--- src/rtl/npu_pkg.sv ---
// Shared NPU definitions: the driver FSM state type and the default Perceptron pipeline latency.
// Also provides fallback values for the N and DATA_WIDTH build macros.
`ifndef N
`define N 4
`endif
`ifndef DATA_WIDTH
`define DATA_WIDTH 8
`endif

package npu_pkg;

    localparam int unsigned PERCEPTRON_LATENCY = 2;

    typedef enum logic [1:0] {
        LOAD,
        WAIT,
        RESULT
    } state_t;

endpackage

--- src/rtl/vector_packer.sv ---
// N-slot x/w element register file with an indexed write port, plus the bias register.
// All contents reset to zero and otherwise hold until rewritten.
module vector_packer
    import npu_pkg::*;
#(
    parameter int unsigned N          = 4,
    parameter int unsigned DATA_WIDTH = 8,
    parameter int unsigned IDX_W      = 2
) (
    input  logic                    clk,
    input  logic                    rst,
    input  logic                    i_we,
    input  logic [IDX_W-1:0]        i_idx,
    input  logic [DATA_WIDTH-1:0]   i_x,
    input  logic [DATA_WIDTH-1:0]   i_w,
    input  logic                    i_bias_we,
    input  logic [DATA_WIDTH-1:0]   i_bias,
    output logic [N*DATA_WIDTH-1:0] o_x,
    output logic [N*DATA_WIDTH-1:0] o_w,
    output logic [DATA_WIDTH-1:0]   o_b
);

    logic [N*DATA_WIDTH-1:0] r_x;
    logic [N*DATA_WIDTH-1:0] r_w;
    logic [DATA_WIDTH-1:0]   r_b;

    always_ff @(posedge clk or posedge rst) begin
        if (rst) begin
            r_x <= '0;
            r_w <= '0;
            r_b <= '0;
        end else begin
            // Loop decode keeps out-of-range indices (non power-of-two N) harmless.
            for (int i = 0; i < int'(N); i++) begin
                if (i_we && (int'(i_idx) == i)) begin
                    r_x[i*DATA_WIDTH +: DATA_WIDTH] <= i_x;
                    r_w[i*DATA_WIDTH +: DATA_WIDTH] <= i_w;
                end
            end
            if (i_bias_we) begin
                r_b <= i_bias;
            end
        end
    end

    assign o_x = r_x;
    assign o_w = r_w;
    assign o_b = r_b;

endmodule

--- src/rtl/perceptron_driver.sv ---
// Streaming front end for one Perceptron: packs x/w (and bias) beats, waits out the pipeline,
// returns y on a valid/ready port. Define PERCEPTRON_DRIVER_BIAS_EN for a leading bias beat.
`ifndef N
`define N 4
`endif
`ifndef DATA_WIDTH
`define DATA_WIDTH 8
`endif

module perceptron_driver
    import npu_pkg::*;
#(
    parameter int unsigned N          = `N,
    parameter int unsigned DATA_WIDTH = `DATA_WIDTH,
    parameter int unsigned LATENCY    = PERCEPTRON_LATENCY
) (
    input  logic                    clk,
    input  logic                    rst,
    input  logic                    in_valid,
    output logic                    in_ready,
    input  logic [DATA_WIDTH-1:0]   in_x,
    input  logic [DATA_WIDTH-1:0]   in_w,
    input  logic                    in_last,
    output logic [N*DATA_WIDTH-1:0] x_o,
    output logic [N*DATA_WIDTH-1:0] w_o,
    output logic [DATA_WIDTH-1:0]   b_o,
    input  logic [DATA_WIDTH-1:0]   y_i,
    output logic                    out_valid,
    input  logic                    out_ready,
    output logic [DATA_WIDTH-1:0]   out_y,
    output logic                    err_len
);

`ifdef PERCEPTRON_DRIVER_BIAS_EN
    localparam bit BiasEn = 1'b1;
`else
    localparam bit BiasEn = 1'b0;
`endif

    localparam int unsigned CntW      = $clog2(N + 1);
    localparam int unsigned WcntW     = (LATENCY > 0) ? $clog2(LATENCY + 1) : 1;
    localparam int unsigned IdxW      = (N > 1) ? $clog2(N) : 1;
    localparam int unsigned FirstElem = BiasEn ? 1 : 0;
    localparam logic [CntW-1:0]  LastCnt = CntW'(N - 1 + FirstElem);
    localparam logic [WcntW-1:0] WaitEnd = WcntW'(LATENCY);

    state_t                r_state, w_state_nxt;
    logic [CntW-1:0]       r_cnt, w_cnt_nxt;
    logic [WcntW-1:0]      r_wcnt, w_wcnt_nxt;
    logic                  r_out_valid, w_out_valid_nxt;
    logic [DATA_WIDTH-1:0] r_out_y, w_out_y_nxt;
    logic                  r_err, w_err_nxt;
    logic                  w_we;
    logic                  w_bias_we;
    logic [IdxW-1:0]       w_idx;

    always_ff @(posedge clk or posedge rst) begin
        if (rst) begin
            r_state     <= LOAD;
            r_cnt       <= '0;
            r_wcnt      <= '0;
            r_out_valid <= 1'b0;
            r_out_y     <= '0;
            r_err       <= 1'b0;
        end else begin
            r_state     <= w_state_nxt;
            r_cnt       <= w_cnt_nxt;
            r_wcnt      <= w_wcnt_nxt;
            r_out_valid <= w_out_valid_nxt;
            r_out_y     <= w_out_y_nxt;
            r_err       <= w_err_nxt;
        end
    end

    always_comb begin
        w_state_nxt     = r_state;
        w_cnt_nxt       = r_cnt;
        w_wcnt_nxt      = r_wcnt;
        w_out_valid_nxt = r_out_valid;
        w_out_y_nxt     = r_out_y;
        w_err_nxt       = 1'b0;
        w_we            = 1'b0;
        w_bias_we       = 1'b0;
        // Element slot is the beat count minus the leading bias beat, if any.
        w_idx           = IdxW'(r_cnt - CntW'(FirstElem));
        unique case (r_state)
            LOAD: begin
                if (in_valid) begin
                    if (BiasEn && (r_cnt == '0)) begin
                        if (in_last) begin
                            w_err_nxt = 1'b1;
                            w_cnt_nxt = '0;
                        end else begin
                            w_bias_we = 1'b1;
                            w_cnt_nxt = CntW'(1);
                        end
                    end else begin
                        w_we = 1'b1;
                        if (r_cnt == LastCnt) begin
                            w_cnt_nxt = '0;
                            if (in_last) begin
                                w_state_nxt = WAIT;
                                w_wcnt_nxt  = '0;
                            end else begin
                                w_err_nxt = 1'b1;
                            end
                        end else if (in_last) begin
                            w_err_nxt = 1'b1;
                            w_cnt_nxt = '0;
                        end else begin
                            w_cnt_nxt = r_cnt + CntW'(1);
                        end
                    end
                end
            end
            WAIT: begin
                if (r_wcnt == WaitEnd) begin
                    w_out_y_nxt     = y_i;
                    w_out_valid_nxt = 1'b1;
                    w_state_nxt     = RESULT;
                end else begin
                    w_wcnt_nxt = r_wcnt + WcntW'(1);
                end
            end
            RESULT: begin
                if (out_ready) begin
                    w_out_valid_nxt = 1'b0;
                    w_cnt_nxt       = '0;
                    w_state_nxt     = LOAD;
                end
            end
            default: begin
                w_state_nxt = LOAD;
            end
        endcase
    end

    vector_packer #(
        .N          (N),
        .DATA_WIDTH (DATA_WIDTH),
        .IDX_W      (IdxW)
    ) u_vector_packer (
        .clk       (clk),
        .rst       (rst),
        .i_we      (w_we),
        .i_idx     (w_idx),
        .i_x       (in_x),
        .i_w       (in_w),
        .i_bias_we (w_bias_we),
        .i_bias    (in_x),
        .o_x       (x_o),
        .o_w       (w_o),
        .o_b       (b_o)
    );

    assign in_ready  = (r_state == LOAD);
    assign out_valid = r_out_valid;
    assign out_y     = r_out_y;
    assign err_len   = r_err;

endmodule

--- config.mk ---
export PLATFORM = sky130hd
export DESIGN_NAME = perceptron_driver
export DESIGN_NICKNAME = d
export VERILOG_FILES = /design/src/rtl/npu_pkg.sv /design/src/rtl/vector_packer.sv /design/src/rtl/perceptron_driver.sv
export SDC_FILE = /design/constraint.sdc
export NUM_CORES = 1
export LEC_CHECK = 0
export BUFFER_PORTS_ARGS = -buffer_cell sky130_fd_sc_hd__buf_2
export CORE_ASPECT_RATIO = 0.5
export CORE_MARGIN = 3
export CORE_UTILIZATION = 51
export CTS_BUF_LIST = sky130_fd_sc_hd__clkbuf_4 sky130_fd_sc_hd__clkbuf_8 sky130_fd_sc_hd__clkbuf_16
export CTS_CLUSTER_SIZE = 14
export DETAILED_ROUTE_END_ITERATION = 16
export GPL_TIMING_DRIVEN = 0
export PLACE_DENSITY = 0.8
export SETUP_SLACK_MARGIN = 0.2
export SLEW_MARGIN = 25
export SYNTH_ARGS = -nofsm -noshare
export SYNTH_HDL_FRONTEND = slang
export SYNTH_SLANG_ARGS = --single-unit
--- constraint.sdc ---
create_clock -name clk -period 2.7 [get_ports clk]
set_input_delay 0.135 -clock clk [delete_from_list [all_inputs] [get_ports clk]]
set_output_delay 0.135 -clock clk [all_outputs]
set_load 0.01 [all_outputs]
## Word level (Yosys, flattened, before mapping)

Cells that the tools add are included.

| cells by class | value |
|---|---|
| add/subtract/negate cells | 2 |
| eq/ne operators | 13 |
| muxes and demuxes | 26 |
| reductions and logical operators | 14 |

Operator list:

| kind | number |
|---|---|
| $mux 2 | 9 |
| $mux 3 | 4 |
| $reduce_and 5->1 | 2 |
| $mux 1 | 9 |
| $eq 2x2->1 const B | 4 |
| $ne 2x2->1 const B | 4 |
| $pmux 2 s3 | 1 |
| $pmux 3 s2 | 1 |
| $reduce_and 3->1 | 2 |
| $reduce_bool 2->1 | 3 |
| $eq 2x1->1 const B | 2 |
| $logic_and 1x1->1 | 4 |
| $logic_not 2->1 | 2 |
| $ne 2x1->1 const B | 2 |
| $pmux 2 s2 | 1 |
| $add 3x1->3 const B | 1 |
| $eq 3x2->1 const B | 1 |
| $add 2x1->2 const B | 1 |
| $pmux 1 s2 | 1 |
| $reduce_and 2->1 | 1 |

| storage, ports and cells | value |
|---|---|
| register bits after elaboration | 81 |
| output and inout bits | 83 |
| logic and storage cells | 69 |

## Depth between registers and ports, before layout

| logic depth | value |
|---|---|
| depth after elaboration | 5 |
| depth in mapped cells | 6 |
| mapped depth without buffers | 5 |

## Cells and area by module

From an unflattened synthesis, not the netlist that was laid out.

| second synthesis, totals | value |
|---|---|
| cells, all modules | 218 |
| area total of the unflattened synthesis | 3,492.1 um^2 |

Modules (own cells, without submodules):

| module | instances | cells each | area an instance (um^2) |
|---|---|---|---|
| vector_packer | 1 | 154 | 2,708.8 |
| perceptron_driver | 1 | 64 | 783.3 |

## Worst setup path after synthesis

OpenSTA, ideal clock, no wires.

| path | value |
|---|---|
| path type | flip-flop to flip-flop |
| start point | register r_cnt[0] |
| end point | register r_cnt[2] |
| library setup time | 79 ps |
| arrival time | 1,431 ps |
| data required time | 2,621 ps |
| path slack | 1,190 ps |
| stages on the path, launching flop included | 5 |
| period minus slack after synthesis | 1,510 ps |
| cells stage by stage | dfrtp_1 > ha_1 > ha_1 > or4_1 > mux2i_1 |

| on the way | value |
|---|---|
| longest elaborated chain between the ends | 5 |
| elaborated cells on any way between the ends | 6 |
| classes of those cells | add/sub (1); eq/ne (1); mux (4) |

RTL lines:

| item | RTL line | source |
|---|---|---|
| start: declaration | perceptron_driver.sv:48 | `logic [CntW-1:0] r_cnt, w_cnt_nxt;` |
| start signal: assignment | perceptron_driver.sv:67 | `r_cnt <= w_cnt_nxt;` |
| $add 3x1->3 | perceptron_driver.sv:111 | `w_cnt_nxt = r_cnt + CntW'(1);` |
| $mux 3 | perceptron_driver.sv:107 | `end else if (in_last) begin` |
| $mux 3 * | perceptron_driver.sv:99 | `if (r_cnt == LastCnt) begin` |
| $mux 3 * | perceptron_driver.sv:88 | `if (in_valid) begin` |
| $pmux 3 s2 * | perceptron_driver.sv:86 | `unique case (r_state)` |

Mark *: on every way between the ends. The rest lies on a longest branch, timed or not. The select of a mux whose other input is x is not followed.
A chain may end at the register's enable or synchronous reset.

## Worst setup path in the final report

| path | value |
|---|---|
| start point | register r_state[1] |
| end point | register u_vector_packer.r_w[7], in the netlist u_vector_packer.o_w[7] |

| on the way | value |
|---|---|
| longest elaborated chain between the ends | 3 |

RTL lines:

| item | RTL line | source |
|---|---|---|
| start: declaration | perceptron_driver.sv:47 | `state_t r_state, w_state_nxt;` |
| start signal: assignment | perceptron_driver.sv:66 | `r_state <= w_state_nxt;` |
| $logic_not 2->1 | perceptron_driver.sv:86 |  |
| $mux 1 | perceptron_driver.sv:86 |  |
| $logic_and 1x1->1 | vector_packer.sv:35 | `if (i_we && (int'(i_idx) == i)) begin` |
| end signal: indexed assignment | vector_packer.sv:37 | `r_w[i*DATA_WIDTH +: DATA_WIDTH] <= i_w;` |
| end: declaration | vector_packer.sv:24 | `logic [N*DATA_WIDTH-1:0] r_w;` |

Every way passes these cells.

==> results.txt <==
- Once layout is complete, the cells apart from fillers number 434.
- Summing all non-filler instances in the final layout gives an area of 4540 sq um.
- Clock-pin slew was measured on the worst setup and hold paths at 0.06 ns.
- In this run the biggest area consumer among cell types represents 57.5% of the synthesized area.
* Hold Path Cell Cnt: 2
* Final clock period utilization by the worst path: 61.7%
- The worst setup path is captured at a flip-flop.
- The final number of max-transition violations was 0.
- Global route overflow: 0
- Via count: 2141
- For this design the static power due to leakage is 2.27 nW.
- Setup slack of the worst register-to-register path: 1.03 ns
- Relative to the synthesized area, the layout overhead comes to 28.6%.
- Yosys Warn Count: 0
* Largest cells by area after synthesis: sky130_fd_sc_hd__dfrtp_1 57%, sky130_fd_sc_hd__mux2_4 17%, sky130_fd_sc_hd__mux2_2 11%
* Antenna diode instance count: 0
- CP max stage delay: 0.38 ns
- Placeable core region: 6380 sq um
* Worst Skew: 0.00643 ns
- Post-detailed-route wirelength per cell: 17.0 microns
* Kind of cell adding the most delay to the critical path: buffers and inverters
* # nets final: 376
- At the worst endpoint, the arrival time is 1.88 ns.
- Summed over all failing endpoints, the final setup total negative slack is 0 ns.
- Netlist area before placement: 3530 sq um
- The critical path is of the reg -> reg type.
- Top_reg_cell synth: sky130_fd_sc_hd__dfrtp_1
* Worst Setup Slack post-DPL: 1.03 ns
* Slack of the critical path: 1.03 ns
- Cell count after synthesis: 218
* Number of search-and-repair iterations in the first detailed-routing pass: 4
- Counting cells, the worst reg-to-reg path comes to 6.
- During placement, the flow inserted port buffers numbering 103.
- Most frequent cell after synthesis: sky130_fd_sc_hd__dfrtp_1
- The largest total area in the synthesized netlist belongs to sky130_fd_sc_hd__dfrtp_1.
- 112 I/O pins were placed.
- Across every metal layer, demand over resource in global routing totals 19.6%.
- Cell with the biggest individual delay on the critical path: sky130_fd_sc_hd__dfrtp_1
- Including well taps, the total number of placed cells is 417.
* X dimension of the die: 124 microns
- Number of max-cap violations: 0
* Average cell area after synthesis: 16.2 sq um
* Via density: 4.93
- In this run the worst hold path is classified as in -> reg.
* Worst Hold Path EP: out_y[4]
- Detailed placement HPWL: 5330 microns
- Library cell used as clock root buffer: sky130_fd_sc_hd__clkbuf_16
- In this run the critical register-to-register path is captured at u_vector_packer.o_w[7].
- At the pin with the least slew margin, the transition time is 0.567 ns.
* Top cells by count, synth: 81 x sky130_fd_sc_hd__dfrtp_1, 40 x sky130_fd_sc_hd__mux2_4, 34 x sky130_fd_sc_hd__mux2_2
- Total die area: 8010 sq um
- After detailed routing, the total wire length is 7400 microns.
* Startpoint Class: flip-flop
* PnR Total Power: 5.60 mW
* Total cell area at the placement stage: 4200 sq um
- Via count of the first global-routing pass: 2243
- The floorplan has 20 rows.
- Clock tree synthesis found a total of 81 sinks.
- At the later pin of the worst-skew pair, clock insertion delay measures 0.33 ns.
- Pwr per Cell Area: 1230 nW/um^2
* Clock tree from TritonCTS: done
* Worst flop-to-flop path startpoint: r_state[1]
* Fraction of final layout cells sized beyond drive strength 1: 62.1%
* Post-detailed-route DRC marker count: 0
* Min cycle time layout: 1.67 ns
- Together, buffers and inverters on the worst path number 3.
- The run finished with clean final reports.
- Setup repair after global routing left no endpoint under its margin.
- The initial antenna violation count is 0.
* Number of synthesized flops with an enable pin: 0
* Number of buffers between clock root and the deepest sink: 2
- Global-route wire length before repair: 11800 microns
- For this run, asynchronously set or reset flops after synthesis account for 100%.
- Count of nets left with antenna violations after detail routing: 0
* Total CTS buffers: 9
- The initial utilization of the core area, before any placement, comes to 55.3%.
- The H-tree was split into 3 levels.
- After synthesis, flip-flops and latches occupy 57.5% of the total area.
- Buffers inserted during post-CTS setup optimization: 0
* Pin count of the biggest net entering global routing: 46
* Critical Path Most Common Cell: sky130_fd_sc_hd__buf_6
- Final number of setup-violating endpoints: 0
* Critical path peak fanout: 10
- Routability-driven placement finished with a final weighted congestion of 0.738.
- The detailed router finished its first iteration with 84 violations.
* Worst IR Drop VDD: 0.398 mV
* Total of flip-flops plus latches after synthesis: 81
* Unique masters post-synth: 28
* Ordered list of cells on the worst path: buf_6 -> nor3b_4 -> and2_1 -> buf_6 -> buf_12 -> mux2_4
- Worst Hold Launch: y_i[4]
- At the worst endpoint, the required time is 2.91 ns.
- Top achievable clock speed: 600 MHz
* Die Y: 64.8 microns
- Headroom to the max-slew limit came out at 62.2%.
* Count of final hold-check violations: 0
-- metal layers --
metal / up-vias / track usage, % / wire (microns)
met5: - / 0 / 0
met1: 1100 / 22.5 / 2950
met3: 9 / 5.67 / 335
li1: 980 / - / -
met4: 0 / 6.07 / 93
met2: 52 / 35.4 / 4020
-- kinds of logic (layout without fill, tap and decap cells) --
logic type               Yosys count  after routing  share of synthesized area (%)
AND/OR/NAND/NOR                   23             23                           4.26
adder cells (fa/ha/maj)            6              6                           2.13
other                              1              8                          0.106
AO/OA/AOI/OAI                      6              6                          0.993
buffers and inverters             24            145                           6.35
multiplexers                      76             76                           28.5
XOR/XNOR                           1              1                          0.248
flip-flops                        81             81                           57.5
-- sequential cells by signal, indices dropped and copies added, names as in the netlist --
signal	cells
r_cnt	3
u_vector_packer.o_x	32
out_valid	1
r_state	2
out_y	8
r_wcnt	2
err_len	1
u_vector_packer.o_w	32
-- worst max-delay path by stage --
stage | from | slack, ns | cells after the start | to
2_1_floorplan | rst | 0.48 | 1 | err_len
3_3_place_gp | rst | -0.26 | 2 | u_vector_packer.o_x[16]
3_5_place_dp | r_state[1] | 1.03 | 6 | u_vector_packer.o_w[2]
4_1_cts | r_state[1] | 1.03 | 6 | u_vector_packer.o_w[7]
5_1_grt | r_state[1] | 0.95 | 6 | u_vector_packer.o_x[7]
6_report | r_state[1] | 1.03 | 6 | u_vector_packer.o_w[7]
-- repair_timing --
action                                 CTS  global route
endpoints found under the hold margin   44             0
gates resized for setup                  0             0
setup endpoints to repair                0             0
hold buffers                             1             0
-- power breakdown --
part / switching [mW] / internal (mW)
registers: 0.334 / 1.80
logic: 0.938 / 1.23
clock network: 0.480 / 0.823
-- placed cells by master, fill, tap and decap left out, types with 3 or more instances in the layout --
| master | Yosys | layout |
|---|---|---|
| sky130_fd_sc_hd__a21oi_1 | 3 | 3 |
| sky130_fd_sc_hd__and2_1 | 5 | 5 |
| sky130_fd_sc_hd__buf_12 | 4 | 5 |
| sky130_fd_sc_hd__buf_2 | 1 | 104 |
| sky130_fd_sc_hd__buf_4 | 8 | 8 |
| sky130_fd_sc_hd__buf_6 | 5 | 5 |
| sky130_fd_sc_hd__clkbuf_16 | 0 | 9 |
| sky130_fd_sc_hd__conb_1 | 1 | 8 |
| sky130_fd_sc_hd__dfrtp_1 | 81 | 81 |
| sky130_fd_sc_hd__ha_1 | 6 | 6 |
| sky130_fd_sc_hd__inv_1 | 6 | 5 |
| sky130_fd_sc_hd__mux2_2 | 34 | 34 |
| sky130_fd_sc_hd__mux2_4 | 40 | 40 |
| sky130_fd_sc_hd__nor2_1 | 4 | 4 |
| sky130_fd_sc_hd__nor2b_1 | 3 | 3 |
-- cell type report --
class	instances	area (sq um)
buffer	18	201
clock buffer	10	233
clock inverter	6	92.6
fill	446	1840
inverter	6	25.0
multi-input combinational	120	1300
sequential	81	2030
tap	88	110
timing repair buffer	105	546
-- metrics by stage --
stage / util, % / hold slack, ns
after detailed placement: 65.8 / 0.238
final: 71.1 / 0.0343
after floorplan: - / 0.275
after global placement: 65.5 / 0.368
after CTS: 71.1 / 0.0264
after global routing: 71.1 / 0.0271
No activity file was read; power rests on OpenSTA's default activity.
